===== src/rtl/riscv_pkg.sv =====
// Shared RISC-V front-end definitions: instruction size, fetch FSM encoding
// and the major opcodes that fetch_unit and decode_unit agree on.
package riscv_pkg;

    localparam int unsigned INSTR_BYTES      = 4;
    localparam logic [31:0] INSTR_STEP       = 32'(INSTR_BYTES);
    localparam logic [31:0] INSTR_ALIGN_MASK = 32'(INSTR_BYTES - 1);

    typedef enum logic [1:0] {
        S_REQ  = 2'd0,
        S_HOLD = 2'd1,
        S_ERR  = 2'd2
    } fetch_state_e;

    localparam logic [6:0] OPC_OP_IMM = 7'b0010011;  // I-type ALU
    localparam logic [6:0] OPC_LOAD   = 7'b0000011;  // L-type
    localparam logic [6:0] OPC_STORE  = 7'b0100011;  // S-type
    localparam logic [6:0] OPC_BRANCH = 7'b1100011;  // B-type
    localparam logic [6:0] OPC_JAL    = 7'b1101111;  // J-type

    function automatic logic is_aligned(input logic [31:0] addr);
        return (addr & INSTR_ALIGN_MASK) == 32'd0;
    endfunction

endpackage


===== src/rtl/pc_gen.sv =====
// Fetch program counter: owns the pc register and its next-value mux
// (reset, redirect, sequential +4, hold). Loaded targets are forced word-aligned.
module pc_gen
    import riscv_pkg::*;
#(
    parameter logic [31:0] RESET_PC = 32'h0000_0000
) (
    input  logic        clk,
    input  logic        rst,
    input  logic        load_i,
    input  logic [31:0] load_pc_i,
    input  logic        inc_i,
    output logic [31:0] pc_o
);

    logic [31:0] pc_q;
    logic [31:0] pc_d;

    always_comb begin
        // NOTE: default assignment first so no path leaves pc_d unassigned (no latch).
        pc_d = pc_q;
        if (load_i) begin
            pc_d = load_pc_i & ~INSTR_ALIGN_MASK;
        end else if (inc_i) begin
            pc_d = pc_q + INSTR_STEP;
        end
    end

    // NOTE: non-blocking assignment so every register samples pre-edge values.
    always_ff @(posedge clk) begin
        if (rst) begin
            pc_q <= RESET_PC;
        end else begin
            pc_q <= pc_d;
        end
    end

    assign pc_o = pc_q;

endmodule


===== src/rtl/fetch_unit.sv =====
// Instruction fetch stage: requests one word at pc, holds it in IR/PC until
// decode accepts it. Define FETCH_ALIGN_CHK_EN to trap misaligned redirects.
module fetch_unit
    import riscv_pkg::*;
#(
    parameter logic [31:0] RESET_PC = 32'h0000_0000
) (
    input  logic        clk,
    input  logic        rst,
    output logic        imem_req,
    output logic [31:0] imem_addr,
    input  logic        imem_ack,
    input  logic [31:0] imem_rdata,
    input  logic        redirect_valid,
    input  logic [31:0] redirect_pc,
    output logic [31:0] IR,
    output logic [31:0] PC,
    output logic        ir_valid,
    input  logic        ir_ready,
    output logic        fetch_err
);

    fetch_state_e state_q;
    logic [31:0]  ir_q;
    logic [31:0]  pc_out_q;
    logic         ir_valid_q;
    logic [31:0]  pc;
    logic         pc_load;
    logic         pc_inc;

    // A redirect wins over a coincident ack, so the ack only advances pc alone.
    assign pc_load = redirect_valid & (state_q != S_ERR);
    assign pc_inc  = (state_q == S_REQ) & imem_ack & ~redirect_valid;

    pc_gen #(
        .RESET_PC (RESET_PC)
    ) u_pc_gen (
        .clk       (clk),
        .rst       (rst),
        .load_i    (pc_load),
        .load_pc_i (redirect_pc),
        .inc_i     (pc_inc),
        .pc_o      (pc)
    );

`ifdef FETCH_ALIGN_CHK_EN
    logic fetch_err_q;
`endif

    always_ff @(posedge clk) begin
        if (rst) begin
            state_q    <= S_REQ;
            ir_q       <= 32'd0;
            pc_out_q   <= 32'd0;
            ir_valid_q <= 1'b0;
`ifdef FETCH_ALIGN_CHK_EN
            fetch_err_q <= 1'b0;
`endif
        end else begin
            unique case (state_q)
                S_REQ, S_HOLD: begin
                    if (redirect_valid) begin
                        ir_valid_q <= 1'b0;
                        state_q    <= S_REQ;
`ifdef FETCH_ALIGN_CHK_EN
                        if (!is_aligned(redirect_pc)) begin
                            state_q     <= S_ERR;
                            fetch_err_q <= 1'b1;
                        end
`endif
                    end else if (state_q == S_REQ) begin
                        if (imem_ack) begin
                            ir_q       <= imem_rdata;
                            pc_out_q   <= pc;
                            ir_valid_q <= 1'b1;
                            state_q    <= S_HOLD;
                        end
                    end else if (ir_ready) begin
                        ir_valid_q <= 1'b0;
                        state_q    <= S_REQ;
                    end
                end
                default: ;  // S_ERR is left only through rst
            endcase
        end
    end

    assign imem_req  = (state_q == S_REQ) & ~rst;
    assign imem_addr = pc;
    assign IR        = ir_q;
    assign PC        = pc_out_q;
    assign ir_valid  = ir_valid_q;

`ifdef FETCH_ALIGN_CHK_EN
    assign fetch_err = fetch_err_q;
`else
    assign fetch_err = 1'b0;
`endif

endmodule


===== config.mk =====
export PLATFORM = sky130hd
export DESIGN_NAME = fetch_unit
export DESIGN_NICKNAME = d
export VERILOG_FILES = /design/src/rtl/riscv_pkg.sv /design/src/rtl/pc_gen.sv /design/src/rtl/fetch_unit.sv
export SDC_FILE = /design/constraint.sdc
export NUM_CORES = 1
export LEC_CHECK = 0
export ABC_AREA = 1
export BUFFER_PORTS_ARGS = -buffer_cell sky130_fd_sc_hd__buf_2
export CAP_MARGIN = 10
export CORE_ASPECT_RATIO = 1.1
export CORE_MARGIN = 2
export CORE_UTILIZATION = 46
export DETAILED_ROUTE_END_ITERATION = 12
export MAX_ROUTING_LAYER = met4
export PLACE_DENSITY = 0.77
export SYNTH_ARGS = -nofsm -noshare
export SYNTH_HDL_FRONTEND = slang
export SYNTH_HIERARCHICAL = 1
export SYNTH_SLANG_ARGS = --single-unit

===== constraint.sdc =====
create_clock -name clk -period 1.55 [get_ports clk]
set_input_delay 0.3875 -clock clk [delete_from_list [all_inputs] [get_ports clk]]
set_output_delay 0.3875 -clock clk [all_outputs]
set_load 0.005 [all_outputs]

# Yosys cells after proc, flatten, opt, wreduce, memory -nomap -nowiden
# Index checks and enable logic that the tools add are counted.
[op_classes]
n_addsub = 1
bitwise_logic = 6
n_reduce_logical = 7
eq_ne = 3
mux = 10
[ops]
columns = ["cell", "n"]
rows = [
  ["$mux 32", 2],
  ["$add 32x3->32 const B", 1],
  ["$mux 2", 4],
  ["$and 1x1->1", 4],
  ["$mux 1", 4],
  ["$reduce_and 4->1", 1],
  ["$reduce_or 2->1", 2],
  ["$ne 3x3->1 const B", 1],
  ["$reduce_and 3->1", 1],
  ["$reduce_bool 3->1", 1],
  ["$eq 2x1->1 const B", 1],
  ["$logic_not 2->1", 1],
  ["$ne 2x2->1 const B", 1],
  ["$not 1->1", 2],
  ["$reduce_bool 2->1", 1],
]
[word_totals]
elab_cells = 33
regBits = 99
inputBits = 69
output_inout_bits = 99

# Depth between registers and ports, before layout
# Gate-level depths: netlist (run 1).
[depth]
depth_word = 5
mapped_depth = 10
depth_no_buf = 9

# Modules after synthesis
# Netlist (run 1), hierarchy kept.
[by_module_without_submodules]
columns = ["module", "area_per_inst_um2", "cells_each", "seq_area_each_um2", "n_inst"]
rows = [
  ["fetch_unit", 2955.3, 429, 1301.2, 1],
  ["pc_gen", 2100.8, 326, 600.6, 1],
]

# Worst setup path after synthesis (run 1)
# No wires, ideal clock.
[synth_path]
kind = "input -> register"
startpoint = "in imem_ack"
endpoint = "reg u_pc_gen.pc_q[30] (netlist: u_pc_gen/pc_o[30])"
n_path_buf = 3
stages = 9
setup_ns = 0.071
path_slack_ns = -0.023
t_required_ns = 1.479
arrival_ns = 1.502
cell_sequence = "buf_2 -> buf_2 -> nand2_1 -> inv_1 -> nand2_1 -> inv_1 -> buf_4 -> nand3_1 -> a21oi_1"
[synth_between]
elab_chain_len = 3
[synth_rtl]
columns = ["element", "line_no", "rtl"]
rows = [
  ["start, declared", "fetch_unit.sv:12", "input logic imem_ack,"],
  ["$and 1x1->1 (2 in a row)", "fetch_unit.sv:33", "assign pc_inc = (state_q == S_REQ) & imem_ack & ~redirect_valid;"],
  ["via pc_inc", "fetch_unit.sv:29", "logic pc_inc;"],
  ["$reduce_bool 2->1 (no line)", "-", ""],
  ["end signal, assigned", "pc_gen.sv:34", "pc_q <= pc_d;"],
  ["end, declared", "pc_gen.sv:16", "logic [31:0] pc_q;"],
]
# The timed path passes the listed nets, and every way through them passes these cells.
# A chain may end at the register's enable or synchronous reset.

# Final worst setup path (run 1)
[layout_path]
startpoint = "reg u_pc_gen.pc_q[2] (netlist: u_pc_gen/pc_o[2])"
endpoint = "reg u_pc_gen.pc_q[24] (netlist: u_pc_gen/pc_o[24])"
[layout_between]
elab_chain_len = 3
[layout_rtl]
columns = ["element", "line_no", "rtl"]
rows = [
  ["$add 32x3->32", "pc_gen.sv:25", "pc_d = pc_q + INSTR_STEP;"],
  ["$mux 32", "pc_gen.sv:24", "end else if (inc_i) begin"],
  ["$mux 32", "pc_gen.sv:22", "if (load_i) begin"],
]
# No other way between the ends. The select of a mux whose other input is x is not followed.

==> results of run 1 <==
## timing repair
action	in CTS	in global routing
endpoints found under the setup margin	0	17
gates resized for setup	0	15
hold buffers	0	0
## synth_stat cells (all sizes together)
| master | number |
|---|---|
| nand2 | 166 |
| nor2 | 110 |
| nand3 | 100 |
| inv | 97 |
| dfxtp | 95 |
| a21oi | 90 |
| buf | 41 |
| a22oi | 20 |
| o21ai | 8 |
| clkbuf | 6 |
| a31oi | 5 |
| xor2 | 5 |
| and2 | 3 |
| conb | 2 |
| o21bai | 2 |
| or2 | 2 |
| ha | 1 |
| nand3b | 1 |
| nor3 | 1 |
## layout make-up
| class | instances | area [um2] |
|---|---|---|
| fill | 1105 | 4345 |
| multi-input combinational | 517 | 2499 |
| sequential | 95 | 1916 |
| timing repair buffer | 204 | 1216 |
| inverter | 97 | 364.1 |
| clock buffer | 12 | 266.5 |
| tap | 147 | 183.9 |
| clock inverter | 3 | 17.52 |
| antenna | 1 | 2.502 |
## worst paths after layout
| check | from | end | depth (start not counted) |
|---|---|---|---|
| max | u_pc_gen/pc_o[2]$_SDFFE_PP0P_ | u_pc_gen/pc_o[24]$_SDFFE_PP0P_ | 9 |
| min | redirect_pc[8] | u_pc_gen/pc_o[8]$_SDFFE_PP0P_ | 3 |
| max reg2reg | u_pc_gen/pc_o[2]$_SDFFE_PP0P_ | u_pc_gen/pc_o[24]$_SDFFE_PP0P_ | 9 |
| min reg2reg | PC[19]$_SDFFE_PP0P_ | PC[19]$_SDFFE_PP0P_ | 2 |
## tightest hold or removal path, stage by stage
cell and delay (ps):
buf_2 90, nand2_1 50, a31oi_1 70
## state kept, by name, summed over array words and instances (netlist names)
name           cells
ir_valid           1
PC                32
IR                32
u_pc_gen/pc_o     30
## cell families after synthesis
group	synth area share, %
compound gates	13.81
buf+inv	13.34
flops	37.61
fa+ha+maj	0.2474
other cells	0.1485
xor+xnor	0.8661
simple gates	33.98
## routing by layer
layer	vias up	global-route usage [%]
met4	0	12.70
li1	2734	-
met5	-	-
met3	31	2.800
met1	2314	30.38
met2	191	38.46
## report_power, final
| group | switching, mW | leakage (nW) | internal (mW) |
|---|---|---|---|
| clock | 0.926 | 0.140 | 1.21 |
| combinational | 0.545 | 2.22 | 0.455 |
| sequential | 0.116 | 0.786 | 2.61 |
## through the flow
| stage | worst slack [ps] | cell area [um2] | util [%] | hold WS (ps) |
|---|---|---|---|---|
| detailed placement | 38.30 | 6150 | 56.89 | 461.8 |
| global placement | 64.46 | 6150 | 56.89 | 454.4 |
| global route | -4.072 | 6465 | 59.80 | 322.8 |
| floorplan | 28.62 | 5060 | - | 456.6 |
| CTS | 11.07 | 6434 | 59.51 | 309.4 |
| finish | 80.17 | 6465 | 59.80 | 305.6 |
==> flow_summary.toml, run 1 <==
[run_status]
status = "finished, final reports clean"

[worst_setup_path]
worstPathMaxFanout = 4
path_delay_family = "simple AND/OR/NAND/NOR gates"
end_kind = "register"
path_cells = "ha_2, nand2_2, nor2_4, nand2_2, nor2_4, nand2_1, nand2_1, nand3_1, a21oi_2"
critical_path_class = "register to register"
worst_ep_required_time_ps = 1830
slowest_delay_ps = 370
startpoint_type = "register"
rrSetupSlack_ps = 80
critPathBufInv = 0
crit_path_top_delay_cell = "dfxtp_2"
cp.arrival_ps = 1750

[timing]
hold_viol = 0
max_freq_mhz = 680.3
setup_viol = 0
timing.final.crit_period_ps = 1470
rsz0062_at_grt = "true"
finalCritPeriodShare_pct = 94.83
final.setup.tns_ps = 0
drv_slew = 0
fin_skew_ps = 3.947

[routing]
viasPerCell = 4.898
dr_wl_met2_um = 6376
routed_wl_um = 13660
wl_per_cell_um = 12.69
vias = 5270
remaining_drc_errors = 0
drt_iter0_drc = 291
met1_length_um = 6098
dr_wl_met3_um = 760
dr.max_layer_used = "met4"
antenna_left = 0
drt_first_pass_iters = 6

[clock_network]
cts.reportedPaths.clkPinSlew_ps = 60
cts.path.max_buffers = 2
h-tree-depth = 3
post_cts_buffers = 0
cts_tree = "built"
clkLatencyLatePin_ps = 340
cts_root_buf = "clkbuf_16"
clock_sinks = 95
cts_made_buffers = 9

[placed_design]
dp.cells = 1060
hpwl_um = 9514
io_buffers = 162
place_congestion = 0.9043

[die]
initial_core_util_pct = 46.77
rows = 40
num_io_pins = 168
dieArea_um2 = 11850
fp.coreArea_um2 = 10810
die_y_um = 114.0
die_w_um = 104.0

[synth]
synthCells = 755
syn_area_um2 = 5056
synth_top_cell_by_area = "dfxtp_1"
yosysSeqAreaShare_pct = 37.61
synth_warnings = 6
synthTopCellsByArea = "dfxtp_1 (38%), nand2_1 (12%), nand3_1 (9.7%)"
synth_cell_type_count = 29
ys_seq_elements = 95
syn_avg_cell_area_um2 = 6.697
yosys.area.top_type_share_pct = 37.61

[global_route]
grt_pass1_vias = 4766
grt_pass1_wl_um = 22700
grt_usage_pct = 24.16
grt_start_max_net_pins = 129
overflow = 0
antenna_found_initial = 1

[power_and_ir_drop]
ir_drop_mv = 0.4717
power.leakage_nw = 3.151
p_per_area_nw_per_um2 = 905.2
finalPower_mw = 5.852

[cells_and_area]
final_layout_size_suffix_gt1_share_pct = 28.56
area_growth_pct = 27.86
final_common_cell = "buf_2"
nNetsFinal = 994
final_cells = 1076
layout_common_cells = "buf_2 (161), nand2_1 (156), nand3_1 (98)"

[flow_run]
maxCapViolCount = 0

[hold_path]
min_path_type = "primary input to register"
(Power assumes the default switching activity.)
==> run 2, diff against run 1 <==
--- a/config.mk
+++ b/config.mk
@@ -5,15 +5,13 @@
 export SDC_FILE = /design/constraint.sdc
 export NUM_CORES = 1
 export LEC_CHECK = 0
-export ABC_AREA = 1
 export BUFFER_PORTS_ARGS = -buffer_cell sky130_fd_sc_hd__buf_2
 export CAP_MARGIN = 10
 export CORE_ASPECT_RATIO = 1.1
 export CORE_MARGIN = 2
-export CORE_UTILIZATION = 46
+export CORE_UTILIZATION = 30
 export DETAILED_ROUTE_END_ITERATION = 12
 export MAX_ROUTING_LAYER = met4
-export PLACE_DENSITY = 0.77
 export SYNTH_ARGS = -nofsm -noshare
 export SYNTH_HDL_FRONTEND = slang
 export SYNTH_HIERARCHICAL = 1
==> flow_summary.toml, run 2 <==
[run_status]
status = "complete, but fails checks"
failed_checks = "setup timing"

[synth]
ys_top_cells_by_count = "nand2b_1 (130), dfxtp_1 (95), mux2i_1 (65)"
synth-edff-count = 0
synth_warnings = 6
synthTopCellsByArea = "dfxtp_1 (39%), nand2b_1 (17%), mux2i_1 (13%)"
syn_area_um2 = 4892
syn_avg_cell_area_um2 = 9.127
synth_cell_type_count = 53
ys_seq_elements = 95
async_flop_share_pct = 0
synthCells = 536
yosys.area.top_type_share_pct = 38.87
yosysMostFrequentCell = "nand2b_1"
synth_top_cell_by_area = "dfxtp_1"
synthFlopType = "dfxtp_1"
yosysSeqAreaShare_pct = 38.87

[die]
die_w_um = 125.8
fp.coreArea_um2 = 15860
initial_core_util_pct = 30.86
dieArea_um2 = 17350
rows = 48
die_y_um = 137.9
num_io_pins = 168

[cells_and_area]
multi_input_area_um2 = 2963
final_design_area_no_fill_um2 = 7042
area_growth_pct = 43.94
fill_cells = 1596
final_layout_size_suffix_gt1_share_pct = 41.55
fin_util_pct = 44.41
final_common_cell = "buf_2"
final_cells = 964
seq_area_um2 = 1927
nNetsFinal = 829
layout_common_cells = "buf_2 (161), nand2b_1 (130), dfxtp_1 (81)"

[clock_network]
cts_made_buffers = 9
hold_buffers = 0
cts.path.max_buffers = 2
clock_sinks = 95
cts_root_buf = "clkbuf_16"
h-tree-depth = 3
cts_tree = "built"
cts.reportedPaths.clkPinSlew_ps = 70
clkLatencyLatePin_ps = 350

[timing]
max_freq_mhz = 554.6
final.setup.tns_ps = -2211
finalCritPeriodShare_pct = 116.3
rsz0062_at_grt = "true"
timing.final.crit_period_ps = 1803
setup_viol = 22
drv_slew = 0
fin_skew_ps = 6.445
hold_viol = 0
setup_ws_ps = -253.2

[worst_setup_path]
end_kind = "register"
crit_path_top_delay_cell = "or4_1"
startpoint_type = "register"
worstPathMaxFanout = 3
startpoint = "ir_valid$_SDFFE_PP0P_"
rrSetupSlack_ps = -250
cp-endpoint = "u_pc_gen/pc_o[23]$_SDFFE_PP0P_"
r2r_cells = 6
critical_path_class = "register to register"
r2r-start = "ir_valid$_SDFFE_PP0P_"
path_cells = "nor3b_4, buf_4, nor3b_2, or2b_1, or4_1, nand3_1"
slowest_delay_ps = 400
worst_ep_required_time_ps = 1840
r2r-end = "u_pc_gen/pc_o[23]$_SDFFE_PP0P_"
cp.arrival_ps = 2100

[global_route]
grt_pass1_vias = 4266
grt_pass1_wl_um = 21880
grt_start_max_net_pins = 76
grt_usage_pct = 16.23
antenna_found_initial = 1
overflow = 0

[placed_design]
hpwl_um = 10040
place_area_um2 = 6411
place_congestion = 0.8063
io_buffers = 162
dp.cells = 939

[routing]
antenna_left = 0
vias = 4586
routed_wl_um = 13870
drt_first_pass_iters = 4
drt_iter0_drc = 227
remaining_drc_errors = 0
viasPerCell = 4.757
wl_per_cell_um = 14.38

[hold_path]
min_path_type = "primary input to register"

[power_and_ir_drop]
ir_drop_mv = 0.4694
power.leakage_nw = 3.122
p_per_area_nw_per_um2 = 804.1

[flow_run]
maxCapViolCount = 0
[run 2: changes by cell type after synthesis, moves of 72 or more]
| cell | previous run | this run |
|---|---|---|
| nand2b_1 | 0 | 130 |
| nand2_1 | 156 | 23 |
| a21oi_1 | 87 | 13 |
| nand3_1 | 98 | 12 |
| inv_1 | 94 | 6 |
| nor2_1 | 97 | 25 |
[run 2: area by class of cell]
class / instances / area share (%)
clock inverter: 3 / 0.2665
clock buffer: 12 / 3.500
multi-input combinational: 396 / 42.08
antenna: 1 / 0.03554
timing repair buffer: 250 / 22.83
tap: 200 / 3.554
inverter: 7 / 0.3731
sequential: 95 / 27.36
[run 2: worst min-delay path by stage]
stage	end	cells after the start	startpoint
after floorplan	IR[0]$_SDFFE_PP0P_	2	IR[0]$_SDFFE_PP0P_
after global placement	PC[0]$_SDFFE_PP0P_	2	PC[0]$_SDFFE_PP0P_
after detailed placement	PC[29]$_SDFFE_PP0P_	2	PC[29]$_SDFFE_PP0P_
after CTS	u_pc_gen/pc_o[3]$_SDFFE_PP0P_	3	redirect_pc[3]
after global routing	u_pc_gen/pc_o[3]$_SDFFE_PP0P_	3	redirect_pc[3]
final	u_pc_gen/pc_o[3]$_SDFFE_PP0P_	3	redirect_pc[3]
[run 2: repair_timing]
item                                    CTS  global route
endpoints found under the setup margin   69            44
resized for setup                        27            36
buffers inserted                          3             6
pin swaps                                20            17
[run 2: critical path, delay by kind of cell, from the launching register on]
family,cells,cell delay [ps]
buf+inv,1,190
simple gates,5,1210
flops,1,330
[run 2: cells by family (layout without fill, tap and decap cells)]
family                     count (synthesis)  in the layout  share of synthesized area, %
adders and majority gates                  1              1                        0.2557
muxes                                     65             65                         13.30
other                                      2              4                        0.1535
and+or+nand+nor                          262            262                         31.92
xor gates and xnor gates                  11             11                         1.969
buffers and inverters                     46            272                         5.806
AOI/OAI and AO/OA                         54             54                         7.724
DFF                                       95             95                         38.87
[run 2: per-layer routing]
layer / global-route usage, % / vias to the layer above / wire length, um
met5: - / - / 0
met4: 8.059 / 0 / 420
met3: 2.623 / 23 / 553
met2: 25.14 / 111 / 6618
met1: 20.74 / 2140 / 6273
li1: - / 2312 / -
[run 2: per-stage QoR]
step / total power, mW / hold slack [ps] / worst slack (ps)
2_1_floorplan: 3.179 / 465.0 / -273.0
3_5_place_dp: 3.588 / 460.6 / -474.2
4_1_cts: 5.716 / 256.8 / -259.7
5_1_grt: 5.932 / 275.3 / -337.9
3_3_place_gp: 3.581 / 455.9 / -468.2
6_report: 5.662 / 274.0 / -253.2
[run 2: power breakdown]
part | total [mW] | internal, mW | switching [mW]
combinational | 0.951 | 0.498 | 0.453
clock | 2.07 | 1.12 | 0.952
sequential | 2.64 | 2.57 | 0.0702
==> run 3, diff against run 2 <==
--- a/config.mk
+++ b/config.mk
@@ -12,6 +12,7 @@
 export CORE_UTILIZATION = 30
 export DETAILED_ROUTE_END_ITERATION = 12
 export MAX_ROUTING_LAYER = met4
+export RECOVER_POWER = 100
 export SYNTH_ARGS = -nofsm -noshare
 export SYNTH_HDL_FRONTEND = slang
 export SYNTH_HIERARCHICAL = 1
==> flow_summary.toml, run 3 (same netlist as run 2, synthesis figures left out) <==
[routing]
vias = 4584
wl_per_cell_um = 14.39
antenna_left = 0
remaining_drc_errors = 0
routed_wl_um = 13880
drt_iter0_drc = 221
viasPerCell = 4.755
drt_first_pass_iters = 4

[power_and_ir_drop]
finalPower_mw = 5.631
ir_drop_mv = 0.4916
power.leakage_nw = 2.925
p_per_area_nw_per_um2 = 812.0

[worst_setup_path]
worstPathMaxFanout = 4
startpoint_type = "register"
end_kind = "register"
worst_ep_required_time_ps = 1810
critical_path_class = "register to register"
crit_path_top_delay_cell = "or4_1"
path_cells = "nor3b_4, buf_12, and3_4, nand2_2, or4_1, a311oi_1"
slowest_delay_ps = 470
cp.arrival_ps = 2070

[run_status]
failed_checks = "setup timing"
status = "complete, but fails checks"

[timing]
finalCritPeriodShare_pct = 116.6
timing.final.crit_period_ps = 1807
fin_skew_ps = 7.257
fin_hold_ws_ps = 273.2
max_freq_mhz = 553.3
setup_ws_ps = -257.3
setup_viol = 22
hold_viol = 0
drv_slew = 0
rsz0062_at_grt = "true"

[die]
die_w_um = 125.8
rows = 48
die_y_um = 137.9
num_io_pins = 168
initial_core_util_pct = 30.86
fp.coreArea_um2 = 15860
dieArea_um2 = 17350

[cells_and_area]
layout_common_cells = "nand2b_1 (130), buf_2 (127), dfxtp_1 (84)"
area_growth_pct = 41.76
fill_cells = 1618
fin_util_pct = 43.74
final_layout_size_suffix_gt1_share_pct = 35.12
final_common_cell = "nand2b_1"
nNetsFinal = 829

[clock_network]
cts.path.max_buffers = 2
clkLatencyLatePin_ps = 350
cts_made_buffers = 9
cts.reportedPaths.clkPinSlew_ps = 70
h-tree-depth = 3
hold_buffers = 0
cts_tree = "built"
cts_root_buf = "clkbuf_16"
clock_sinks = 95

[placed_design]
place_congestion = 0.8063
io_buffers = 162
hpwl_um = 10040

[flow_run]
maxCapViolCount = 0

[global_route]
grt_pass1_vias = 4266
overflow = 0
grt_start_max_net_pins = 76
antenna_found_initial = 1
grt_usage_pct = 16.23
grt_pass1_wl_um = 21880

[hold_path]
min_path_type = "primary input to register"
==> run 3: power by group <==
group | switching [mW] | total (mW) | internal [mW]
registers | 0.0706 | 2.64 | 2.57
logic | 0.451 | 0.918 | 0.467
clock network | 0.954 | 2.08 | 1.12
==> run 3: repair_timing <==
action                     4_1_cts  5_1_grt
setup endpoints to repair       69       44
pin swaps                       20       17
gates resized for setup         27       36
setup buffers                    3        6
cloned                           0        0
==> run 3: critical path, delay by kind of cell, from the launching register on <==
family,cells,cell delay (ps)
AND/OR/NAND/NOR,4,1010
AO/OA/AOI/OAI,1,210
buffers and inverters,1,150
flip-flops,1,330
==> run 3: per-layer routing <==
| metal | share of wire, % | global-route usage, % |
|---|---|---|
| met1 | 45 | 20.74 |
| met2 | 48 | 25.14 |
| met3 | 4.3 | 2.623 |
| met4 | 3.0 | 8.059 |
| met5 | 0 | - |
==> run 3: worst paths after layout <==
path / startpoint / end / slack [ps] / cells after the start
worst min register to register: PC[11]$_SDFFE_PP0P_ / PC[11]$_SDFFE_PP0P_ / 470 / 2
worst min-delay path: redirect_pc[3] / u_pc_gen/pc_o[3]$_SDFFE_PP0P_ / 270 / 3
worst max register to register: ir_valid$_SDFFE_PP0P_ / u_pc_gen/pc_o[17]$_SDFFE_PP0P_ / -260 / 6
worst max-delay path: ir_valid$_SDFFE_PP0P_ / u_pc_gen/pc_o[17]$_SDFFE_PP0P_ / -260 / 6
==> run 3: final cells by class <==
class	instances	area (um2)	share of cell area [%]
clock buffers	12	246.5	3.554
inverters	7	26.28	0.3789
diodes	1	2.502	0.03608
multi-input cells	396	2963	42.72
clock inverters	3	18.77	0.2706
repair buffers	250	1505	21.70
flip-flops and latches	95	1923	27.73
well taps	200	250.2	3.608
==> run 3: stage by stage <==
step                std cells  cell area (um2)  setup WS (ps)  setup TNS [ps]
finish                    964             6935         -257.3           -2288
global route              964             6935         -337.9           -5290
CTS                       957             6824         -259.7           -3427
detailed placement        939             6411         -474.2          -17440
global placement          939             6411         -468.2          -17470
floorplan                 537             4989         -273.0           -2038
